**config.mk**
```make
export PLATFORM = sky130hd
export DESIGN_NAME = qedmma_corr_readout_sched
export DESIGN_NICKNAME = d
export VERILOG_FILES = /design/src/rtl/qedmma_rdout_pkg.sv /design/src/rtl/qedmma_rr_arbiter.sv /design/src/rtl/qedmma_corr_readout_sched.sv
export SDC_FILE = /design/constraint.sdc
export NUM_CORES = 1
export LEC_CHECK = 0
export ABC_AREA = 1
export BUFFER_PORTS_ARGS = -buffer_cell sky130_fd_sc_hd__buf_4
export CAP_MARGIN = 25
export CORE_ASPECT_RATIO = 0.9
export CORE_MARGIN = 1
export CORE_UTILIZATION = 43
export DETAILED_ROUTE_END_ITERATION = 8
export PLACE_DENSITY_LB_ADDON = 0.3
export SLEW_MARGIN = 25
export SYNTH_ARGS = -nofsm -noshare
export SYNTH_HDL_FRONTEND = slang
export SYNTH_SLANG_ARGS = --single-unit
```
**constraint.sdc**
```tcl
create_clock -name clk -period 4.8 [get_ports clk]
set_input_delay 0.48 -clock clk [delete_from_list [all_inputs] [get_ports clk]]
set_output_delay 0.48 -clock clk [all_outputs]
set_load 0.02 [all_outputs]
```
**src/rtl/qedmma_rdout_pkg.sv**
```systemverilog
// -----------------------------------------------------------------------------
// qedmma_rdout_pkg
// Shared types and defaults for the correlator readout scheduler.
//   rdout_state_e    : scheduler FSM states
//   MaxBanks         : largest supported bank count
//   DefCntW          : default frame / overrun counter width
//   DefTimeoutCycles : default watchdog limit (only used with the watchdog built in)
// -----------------------------------------------------------------------------
package qedmma_rdout_pkg;

    typedef enum logic [2:0] {
        StIdle,
        StArb,
        StFire,
        StWaitBusy,
        StWaitDone
    } rdout_state_e;

    localparam int unsigned MaxBanks         = 16;
    localparam int unsigned DefCntW          = 16;
    localparam int unsigned DefTimeoutCycles = 4096;

endpackage

```
**src/rtl/qedmma_rr_arbiter.sv**
```systemverilog
// -----------------------------------------------------------------------------
// qedmma_rr_arbiter
// Combinational round-robin pick: first set request bit searching upward from
// the pointer, wrapping at NumBanks.
// Ports:
//   req_i       : request vector, one bit per bank
//   ptr_i       : highest-priority bank index
//   gnt_idx_o   : index of the granted bank (0 when nothing is requested)
//   gnt_valid_o : high when any request is set
// -----------------------------------------------------------------------------
module qedmma_rr_arbiter #(
    parameter int unsigned NumBanks = 4,
    parameter int unsigned IdxW     = $clog2(NumBanks)
) (
    input  logic [NumBanks-1:0] req_i,
    input  logic [IdxW-1:0]     ptr_i,
    output logic [IdxW-1:0]     gnt_idx_o,
    output logic                gnt_valid_o
);

    int unsigned     idx;
    logic [IdxW-1:0] cand;

    always_comb begin
        gnt_idx_o   = '0;
        gnt_valid_o = 1'b0;
        idx         = 0;
        cand        = '0;
        for (int unsigned i = 0; i < NumBanks; i++) begin
            idx  = (32'(ptr_i) + i) % NumBanks;
            cand = IdxW'(idx);
            if (!gnt_valid_o && req_i[cand]) begin
                gnt_valid_o = 1'b1;
                gnt_idx_o   = cand;
            end
        end
    end

endmodule

```
**src/rtl/qedmma_corr_readout_sched.sv**
```systemverilog
// -----------------------------------------------------------------------------
// qedmma_corr_readout_sched
// Shares one correlator PISO serializer between NUM_BANKS correlator banks.
// Each bank holds at most one pending dump; banks are granted round-robin.
// A grant drives the result-mux select, pulses the serializer load, then
// follows the serializer busy flag until the frame is out.
//
// Optional feature (compile-time macro QEDMMA_RDOUT_WATCHDOG_EN):
//   watchdog on the busy handshake; after TIMEOUT_CYCLES in WAIT_BUSY or
//   WAIT_DONE the FSM returns to IDLE and sets the sticky o_timeout.
//   Without the macro the FSM waits forever and o_timeout is 0.
//
// Ports:
//   clk, rst_n       : clock, asynchronous active-low reset
//   i_enable         : allows new grants (in-flight transfer always completes)
//   i_dump_req       : per-bank dump request pulses
//   o_dump_ack       : one-hot pulse in the load cycle of the granted bank
//   o_sel            : result-mux select, held from grant until back in IDLE
//   o_piso_valid     : one-cycle serializer load pulse
//   i_piso_busy      : serializer busy flag
//   o_active         : FSM not in IDLE
//   o_pending        : pending request flags
//   o_frame_cnt      : completed transfers (wraps)
//   o_overrun_cnt    : total overruns (saturates)
//   o_overrun_flag   : sticky per-bank overrun flags
//   i_clr_status     : clears overrun flags/count and timeout
//   o_timeout        : sticky watchdog flag
// All outputs are decoded from registers only.
// -----------------------------------------------------------------------------
module qedmma_corr_readout_sched
    import qedmma_rdout_pkg::*;
#(
    parameter int unsigned NUM_BANKS      = 4,
    parameter int unsigned CNT_W          = DefCntW,
    parameter int unsigned TIMEOUT_CYCLES = DefTimeoutCycles
) (
    input  logic                         clk,
    input  logic                         rst_n,
    input  logic                         i_enable,
    input  logic [NUM_BANKS-1:0]         i_dump_req,
    output logic [NUM_BANKS-1:0]         o_dump_ack,
    output logic [$clog2(NUM_BANKS)-1:0] o_sel,
    output logic                         o_piso_valid,
    input  logic                         i_piso_busy,
    output logic                         o_active,
    output logic [NUM_BANKS-1:0]         o_pending,
    output logic [CNT_W-1:0]             o_frame_cnt,
    output logic [CNT_W-1:0]             o_overrun_cnt,
    output logic [NUM_BANKS-1:0]         o_overrun_flag,
    input  logic                         i_clr_status,
    output logic                         o_timeout
);

    localparam int unsigned IdxW = $clog2(NUM_BANKS);
    localparam int unsigned PopW = $clog2(MaxBanks + 1);

    rdout_state_e         state_q, state_d;
    logic [IdxW-1:0]      sel_q, sel_d;
    logic [IdxW-1:0]      ptr_q, ptr_d;
    logic [NUM_BANKS-1:0] pend_q, pend_d;
    logic [NUM_BANKS-1:0] oflag_q, oflag_d;
    logic [CNT_W-1:0]     fcnt_q, fcnt_d;
    logic [CNT_W-1:0]     ocnt_q, ocnt_d;

    logic [IdxW-1:0]      gnt_idx;
    logic                 gnt_valid;
    logic [NUM_BANKS-1:0] fire_mask;
    logic [NUM_BANKS-1:0] ovr;
    logic [PopW-1:0]      ovr_n;
    logic [CNT_W-1:0]     ocnt_base;
    logic [CNT_W:0]       ocnt_sum;

    qedmma_rr_arbiter #(
        .NumBanks (NUM_BANKS),
        .IdxW     (IdxW)
    ) u_arb (
        .req_i       (pend_q),
        .ptr_i       (ptr_q),
        .gnt_idx_o   (gnt_idx),
        .gnt_valid_o (gnt_valid)
    );

    // Bank being loaded this cycle; its pending bit is consumed here.
    always_comb begin
        fire_mask = '0;
        if (state_q == StFire) begin
            fire_mask[sel_q] = 1'b1;
        end
    end

    // A request landing on the firing bank re-arms it without an overrun.
    assign ovr    = i_dump_req & pend_q & ~fire_mask;
    assign pend_d = (pend_q & ~fire_mask) | i_dump_req;

    always_comb begin
        ovr_n = '0;
        for (int unsigned b = 0; b < NUM_BANKS; b++) begin
            ovr_n = ovr_n + PopW'(ovr[b]);
        end
    end

    // Clear first, then apply this cycle's overruns so they survive a clear.
    always_comb begin
        oflag_d   = (i_clr_status ? '0 : oflag_q) | ovr;
        ocnt_base = i_clr_status ? '0 : ocnt_q;
        ocnt_sum  = {1'b0, ocnt_base} + (CNT_W + 1)'(ovr_n);
        ocnt_d    = ocnt_sum[CNT_W] ? '1 : ocnt_sum[CNT_W-1:0];
    end

`ifdef QEDMMA_RDOUT_WATCHDOG_EN
    localparam int unsigned WdW = $clog2(TIMEOUT_CYCLES + 1);

    logic [WdW-1:0] wd_q, wd_d;
    logic           timeout_q, timeout_d;
`endif

    always_comb begin
        state_d = state_q;
        sel_d   = sel_q;
        ptr_d   = ptr_q;
        fcnt_d  = fcnt_q;
`ifdef QEDMMA_RDOUT_WATCHDOG_EN
        wd_d      = wd_q;
        timeout_d = i_clr_status ? 1'b0 : timeout_q;
`endif

        case (state_q)
            StIdle: begin
                if (i_enable && (|pend_q) && !i_piso_busy) begin
                    state_d = StArb;
                end
            end
            StArb: begin
                if (gnt_valid) begin
                    sel_d   = gnt_idx;
                    ptr_d   = (gnt_idx == IdxW'(NUM_BANKS - 1)) ? '0 : gnt_idx + IdxW'(1);
                    state_d = StFire;
                end else begin
                    state_d = StIdle;
                end
            end
            StFire: begin
                state_d = StWaitBusy;
            end
            StWaitBusy: begin
                if (i_piso_busy) begin
                    state_d = StWaitDone;
                end
            end
            StWaitDone: begin
                if (!i_piso_busy) begin
                    fcnt_d  = fcnt_q + CNT_W'(1);
                    state_d = StIdle;
                end
            end
            default: begin
                state_d = StIdle;
            end
        endcase

`ifdef QEDMMA_RDOUT_WATCHDOG_EN
        // A normal exit in the same cycle takes precedence over the timeout.
        if (state_q == StWaitBusy || state_q == StWaitDone) begin
            wd_d = wd_q + WdW'(1);
            if (state_d == state_q && wd_q == WdW'(TIMEOUT_CYCLES - 1)) begin
                state_d   = StIdle;
                timeout_d = 1'b1;
            end
        end
        if (state_d != state_q && (state_d == StWaitBusy || state_d == StWaitDone)) begin
            wd_d = '0;
        end
`endif
    end

    always_ff @(posedge clk or negedge rst_n) begin
        if (!rst_n) begin
            state_q <= StIdle;
            sel_q   <= '0;
            ptr_q   <= '0;
            pend_q  <= '0;
            oflag_q <= '0;
            fcnt_q  <= '0;
            ocnt_q  <= '0;
        end else begin
            state_q <= state_d;
            sel_q   <= sel_d;
            ptr_q   <= ptr_d;
            pend_q  <= pend_d;
            oflag_q <= oflag_d;
            fcnt_q  <= fcnt_d;
            ocnt_q  <= ocnt_d;
        end
    end

`ifdef QEDMMA_RDOUT_WATCHDOG_EN
    always_ff @(posedge clk or negedge rst_n) begin
        if (!rst_n) begin
            wd_q      <= '0;
            timeout_q <= 1'b0;
        end else begin
            wd_q      <= wd_d;
            timeout_q <= timeout_d;
        end
    end

    assign o_timeout = timeout_q;
`else
    logic unused_timeout_cfg;
    assign unused_timeout_cfg = ^TIMEOUT_CYCLES;
    assign o_timeout          = 1'b0;
`endif

    assign o_dump_ack     = fire_mask;
    assign o_sel          = sel_q;
    assign o_piso_valid   = (state_q == StFire);
    assign o_active       = (state_q != StIdle);
    assign o_pending      = pend_q;
    assign o_frame_cnt    = fcnt_q;
    assign o_overrun_cnt  = ocnt_q;
    assign o_overrun_flag = oflag_q;

endmodule

```
==> results.py, run 1 <==
metrics = {
    "status": {
        "status": "finished clean",
    },
    "routing": {
        "wl_met1_um": 2880,
        "vias": 2374,
        "drc": 0,
        "wl_met2_um": 2700,
        "wl_met3_um": 212,
        "drt_first_pass_iters": 4,
        "dr.max_layer_used": "met4",
        "wirelength_um": 5810,
        "avgRoutedWirePerCell_um": 11.6,
        "drt-initial-drc-count": 96,
        "via_per_inst": 4.76,
        "ant_nets": 0,
    },
    "power": {
        "p_leak_nw": 1.82,
        "power.density_nw_per_um2": 432,
        "power_w": 0.00144,
        "vdd_drop_max_mv": 0.348,
    },
    "grt": {
        "track_usage_pct": 18.3,
        "overflow": 0,
        "antenna_found_initial": 0,
        "grt_pass1_wl_um": 9780,
        "first_global_vias": 2181,
        "grt_start_max_net_pins": 48,
    },
    "final_layout": {
        "final_cell_mix": "nand2_1, buf_4, inv_1",
        "design_area_um2": 3340,
        "layout-drive-gt1-share_pct": 23.1,
        "layout_commonest_cell": "nand2_1",
        "syn_to_final_growth_pct": 20.2,
        "antenna_cells": 0,
        "nets": 425,
    },
    "die": {
        "fp.dieW_um": 86.8,
        "io_pins": 58,
        "initial_core_util_pct": 45.0,
        "num_rows": 27,
        "die_h_um": 78.3,
        "core_area_um2": 6180,
        "dieArea_um2": 6790,
    },
    "timing": {
        "setup_viol_count_final": 0,
        "setup_ws_ps": 826,
        "period_minus_slack_ps": 3970,
        "fmax_mhz": 252,
        "rsz0062_at_grt": "no",
        "tns_ps": 0,
        "finClkSkew_ps": 6.31,
        "drv_slew": 0,
        "hold_viol": 0,
        "tightest_slew_ps": 602,
        "relSlewSlack_pct": 59.9,
        "min_period_over_period_pct": 82.8,
    },
    "setup_path": {
        "crit_path_max_fanout": 13,
        "reg2reg_to": "o_overrun_cnt[10]",
        "r2r_start": "state_q[2]",
        "cp-end-kind": "register",
        "crit_required_ps": 5010,
        "endpoint": "o_overrun_cnt[10]",
        "crit_start": "state_q[2]",
        "crit_type": "register to register",
        "r2r_cells": 19,
        "startpoint_type": "register",
        "arrival_ps": 4190,
        "r2r_slack_ps": 830,
    },
    "logic_synthesis": {
        "ys_ff_latch": 47,
        "ys_seq_area_share_pct": 42.3,
        "avgSynthCellArea_um2": 7.85,
        "synth_top_area_share_pct": 42.3,
        "yosys_warnings": 0,
        "synth_top_area_cell": "dfrtp_1",
        "ys_types": 37,
        "syn_nets": 368,
        "synthCells": 354,
        "synth_area_um2": 2780,
        "synth.area.top_cells": "dfrtp_1, nand2_1, inv_1",
    },
    "place": {
        "portBuffers": 56,
        "place_area_um2": 3260,
        "hpwl_um": 4430,
        "gp_congestion": 0.845,
        "place_ws_ps": 844,
    },
    "clocking": {
        "cts_tree": "done",
        "insertion_delay_ps": 290,
        "root_buffer": "clkbuf_8",
        "max-clock-path-buffers": 2,
        "cts_buffers": 5,
        "clock_sinks": 47,
        "cts_hold_buf": 0,
        "cts_resized": 0,
        "cts_setup_buffers": 0,
        "htreeDepth": 2,
        "clk_pin_slew_ps": 90,
    },
    "min_path": {
        "hold_path_class": "input port to asynchronous set/reset pin",
    },
    "flow_run": {
        "maxCapViolCount": 0,
    },
}
==> layer usage <==
layer  GRT usage, %  vias to the layer above
met1           25.4                     1109
met2           29.6                       49
met3           3.47                        2
met4           4.00                        0
li1               -                     1214
met5              0                        -
==> power by group <==
group	total, W	leakage [nW]	switching (W)	internal (W)
Clock	0.000228	0.0477	0.000128	0.0000999
Sequential	0.000558	0.597	0.0000858	0.000472
Combinational	0.000659	1.17	0.000416	0.000243
Total	0.00144	1.82	0.000630	0.000815
==> synthesized netlist by cell type (all sizes together) <==
master / count
xor2: 12
nand2: 113
dfrtp: 47
o21ai: 12
nand3: 30
a21boi: 1
inv: 51
nor4: 3
o21bai: 2
or2: 5
nor2: 36
xnor2: 6
a31o: 1
ha: 2
o211ai: 1
conb: 1
fa: 3
nand3b: 2
a21oi: 5
nor3: 11
nand4: 4
buf: 6
==> area by class of cell <==
cell class	count	area, um^2
clock buffer	5	68.8
clock inverter	3	15.0
fill	590	2840
inverter	51	191
multi-input combinational	250	1360
sequential	47	1180
tap	87	109
timing repair buffer	56	420
==> flip-flops by register name, indices dropped and copies added (netlist names), named ones only <==
signal,count
o_frame_cnt,16
o_overrun_cnt,16
o_overrun_flag,4
o_pending,4
o_sel,2
ptr_q,1
state_q,3
==> worst min path at each step <==
stage                                  from                    endpoint  slack [ps]  cells after the start
final                                 rst_n              o_frame_cnt[0]         190                      1
after global routing                  rst_n            o_overrun_cnt[9]         240                      1
after CTS                             rst_n           o_overrun_cnt[12]         210                      1
after detailed placement  o_overrun_flag[0]           o_overrun_flag[0]         470                      2
after global placement      o_frame_cnt[13]             o_frame_cnt[13]         490                      1
after floorplan                       rst_n  asynchronous set/reset pin         180                      0
==> kinds of logic after synthesis <==
kind of cell,after synthesis,share of synthesized area [%]
adders and majority gates,5,3.06
other,1,0.135
AOI/OAI and AO/OA,22,4.59
buffers and inverters,57,8.73
xor gates and xnor gates,18,6.21
DFF,47,42.3
and+or+nand+nor,204,35.0
==> per-stage QoR <==
| stage | util [%] | std cells | hold slack [ps] |
|---|---|---|---|
| 2_1_floorplan | - | 354 | 184 |
| 3_3_place_gp | 52.7 | 491 | 488 |
| 3_5_place_dp | 52.7 | 491 | 473 |
| 4_1_cts | 54.1 | 499 | 208 |
| 5_1_grt | 54.1 | 499 | 241 |
| 6_report | 54.1 | 499 | 194 |
==> critical path, cell delays in order (launching register included) <==
cell     delay, ps
dfrtp_1        420
nor2_1         130
inv_1           70
nor2_1         140
inv_1          130
nor3_1         270
inv_1           70
nand3_1         90
inv_1           60
fa_1           530
inv_1           50
fa_1           400
inv_1           90
fa_1           210
nand2_1         90
nor2_2         170
nand3_1        130
nor2_2         140
nand4_1        450
nand3_1        260
Power figures use the tool's default switching activity.
==> run 2: changes to the inputs <==
==> constraint.sdc (replaced) <==
create_clock -name clk -period 3.18 [get_ports clk]
set_input_delay 0.318 -clock clk [delete_from_list [all_inputs] [get_ports clk]]
set_output_delay 0.318 -clock clk [all_outputs]
set_load 0.02 [all_outputs]
==> results.py, run 2 (synthesized netlist as in run 1, its figures left out) <==
metrics = {
    "timing": {
        "period_minus_slack_ps": 3350,
        "finClkSkew_ps": 9.15,
        "hold_viol": 0,
        "min_period_over_period_pct": 105,
        "rsz0062_at_grt": "yes",
        "tns_ps": -1750,
        "setup_ws_ps": -170,
        "relSlewSlack_pct": 59.5,
        "drv_slew": 0,
        "fmax_mhz": 299,
        "tightest_slew_ps": 608,
        "setup_viol_count_final": 16,
    },
    "die": {
        "initial_core_util_pct": 45.0,
        "io_pins": 58,
        "core_area_um2": 6180,
        "num_rows": 27,
        "die_h_um": 78.3,
        "dieArea_um2": 6790,
        "fp.dieW_um": 86.8,
    },
    "setup_path": {
        "startpoint_type": "register",
        "max_stage_delay_ps": 540,
        "arrival_ps": 3520,
        "timing.critical_path.mode_cell": "inv_2",
        "cp_slowest_cell": "fa_1",
        "crit_chain": "nor2_2 > inv_2 > nor2_4 > inv_4 > nor3_4 > inv_2 > nand3_2 > inv_2 > fa_1 > inv_2 > fa_2 > inv_2 > fa_2 > nand2_2 > nor2_4 > nand3_2 > nor2_2 > inv_2 > buf_4 > o21ai_0 > nand3_2",
        "crit_required_ps": 3350,
        "crit_path_max_fanout": 5,
        "cp-end-kind": "register",
        "crit_type": "register to register",
    },
    "final_layout": {
        "fin_cells": 529,
        "syn_to_final_growth_pct": 33.9,
        "layout_commonest_cell": "nand2_1",
        "layout.area.seq_um2": 1180,
        "nets": 455,
        "fill_cells": 554,
        "multi_input_area_um2": 1500,
        "layout-drive-gt1-share_pct": 35.7,
        "final_cell_mix": "nand2_1, buf_4, dfrtp_1",
        "antenna_cells": 0,
    },
    "place": {
        "place_inst": 511,
        "hpwl_um": 4710,
        "gp_congestion": 0.874,
        "portBuffers": 56,
        "place_ws_ps": -318,
    },
    "grt": {
        "track_usage_pct": 20.2,
        "grt_start_max_net_pins": 48,
        "overflow": 0,
        "first_global_vias": 2442,
        "grt_pass1_wl_um": 10800,
        "antenna_found_initial": 0,
    },
    "power": {
        "power_w": 0.00244,
        "swShare_pct": 43.2,
        "internal_power_w": 0.00138,
        "p_comb_share_pct": 50.4,
        "seqPwrFrac_pct": 34.6,
        "p_leak_nw": 2.06,
        "p_clk_share_pct": 15.1,
        "power.density_nw_per_um2": 654,
        "switching_power_w": 0.00105,
        "vdd_drop_max_mv": 0.422,
    },
    "clocking": {
        "cts_tree": "done",
        "cts_buffers": 5,
        "clk_pin_slew_ps": 100,
        "clock_sinks": 47,
        "htreeDepth": 2,
        "max-clock-path-buffers": 2,
        "root_buffer": "clkbuf_8",
        "insertion_delay_ps": 300,
    },
    "routing": {
        "wirelength_um": 6340,
        "ant_nets": 0,
        "via_per_inst": 4.74,
        "drc": 0,
        "drt-initial-drc-count": 88,
        "drt_first_pass_iters": 4,
        "vias": 2505,
        "avgRoutedWirePerCell_um": 12.0,
    },
    "flow_run": {
        "maxCapViolCount": 0,
    },
    "status": {
        "status": "finished, violations left",
        "violations": "negative setup slack",
    },
    "min_path": {
        "hold_path_class": "input port to asynchronous set/reset pin",
    },
}
run 2: timing repair:
item | in CTS | in global routing
endpoints found under the setup margin | 16 | 16
gates resized for setup | 9 | 15
buffers inserted | 5 | 5
hold buffers | 0 | 0
pin swaps | 10 | 2
run 2: per-layer routing:
layer  GRT usage (%)  wire length [um]  vias up
li1                -                 -     1270
met1            26.6              2940     1179
met2            33.9              3090       52
met3            3.68               269        4
met4            5.83                48        0
met5               0                 0        -
run 2: worst paths after layout:
path,from,to,slack (ps),cells after the start
max in group asynchronous,rst_n,o_pending[1],2750,1
max reg2reg,state_q[0],o_overrun_cnt[10],-170,21
min in group clk,i_dump_req[2],o_pending[2],230,2
min reg2reg,o_overrun_flag[0],o_overrun_flag[0],500,2
min,rst_n,o_frame_cnt[5],20,1
max,state_q[0],o_overrun_cnt[10],-170,21
run 2: cell type report:
cell class	count	share of cell area [%]
inverter	51	5.21
multi-input combinational	250	40.4
clock inverter	3	0.504
sequential	47	31.6
clock buffer	5	1.85
timing repair buffer	86	17.5
tap	87	2.92
run 2: metrics by stage:
step	cell area [um^2]	hold WS, ps	utilization, %
finish	3720	17.4	60.2
global route	3720	63.4	60.2
CTS	3640	32.4	58.9
detailed placement	3490	372	56.4
global placement	3490	368	56.4
floorplan	2870	22.4	-
run 2: power groups by stage:
stage               Combinational (W)  Sequential (W)  Clock (W)
floorplan                    0.000679        0.000923          0
global placement              0.00113        0.000845          0
detailed placement            0.00115        0.000847          0
CTS                           0.00119        0.000838   0.000381
global route                  0.00137        0.000857   0.000408
finish                        0.00123        0.000842   0.000367
run 2: worst max-delay path: cells and delay by family (launching register included):
family                     cells  cell delay (ps)
adders and majority gates      3             1080
buffers and inverters          8              530
DFF                            1              410
and+or+nand+nor                9              990
AOI/OAI and AO/OA              1              210
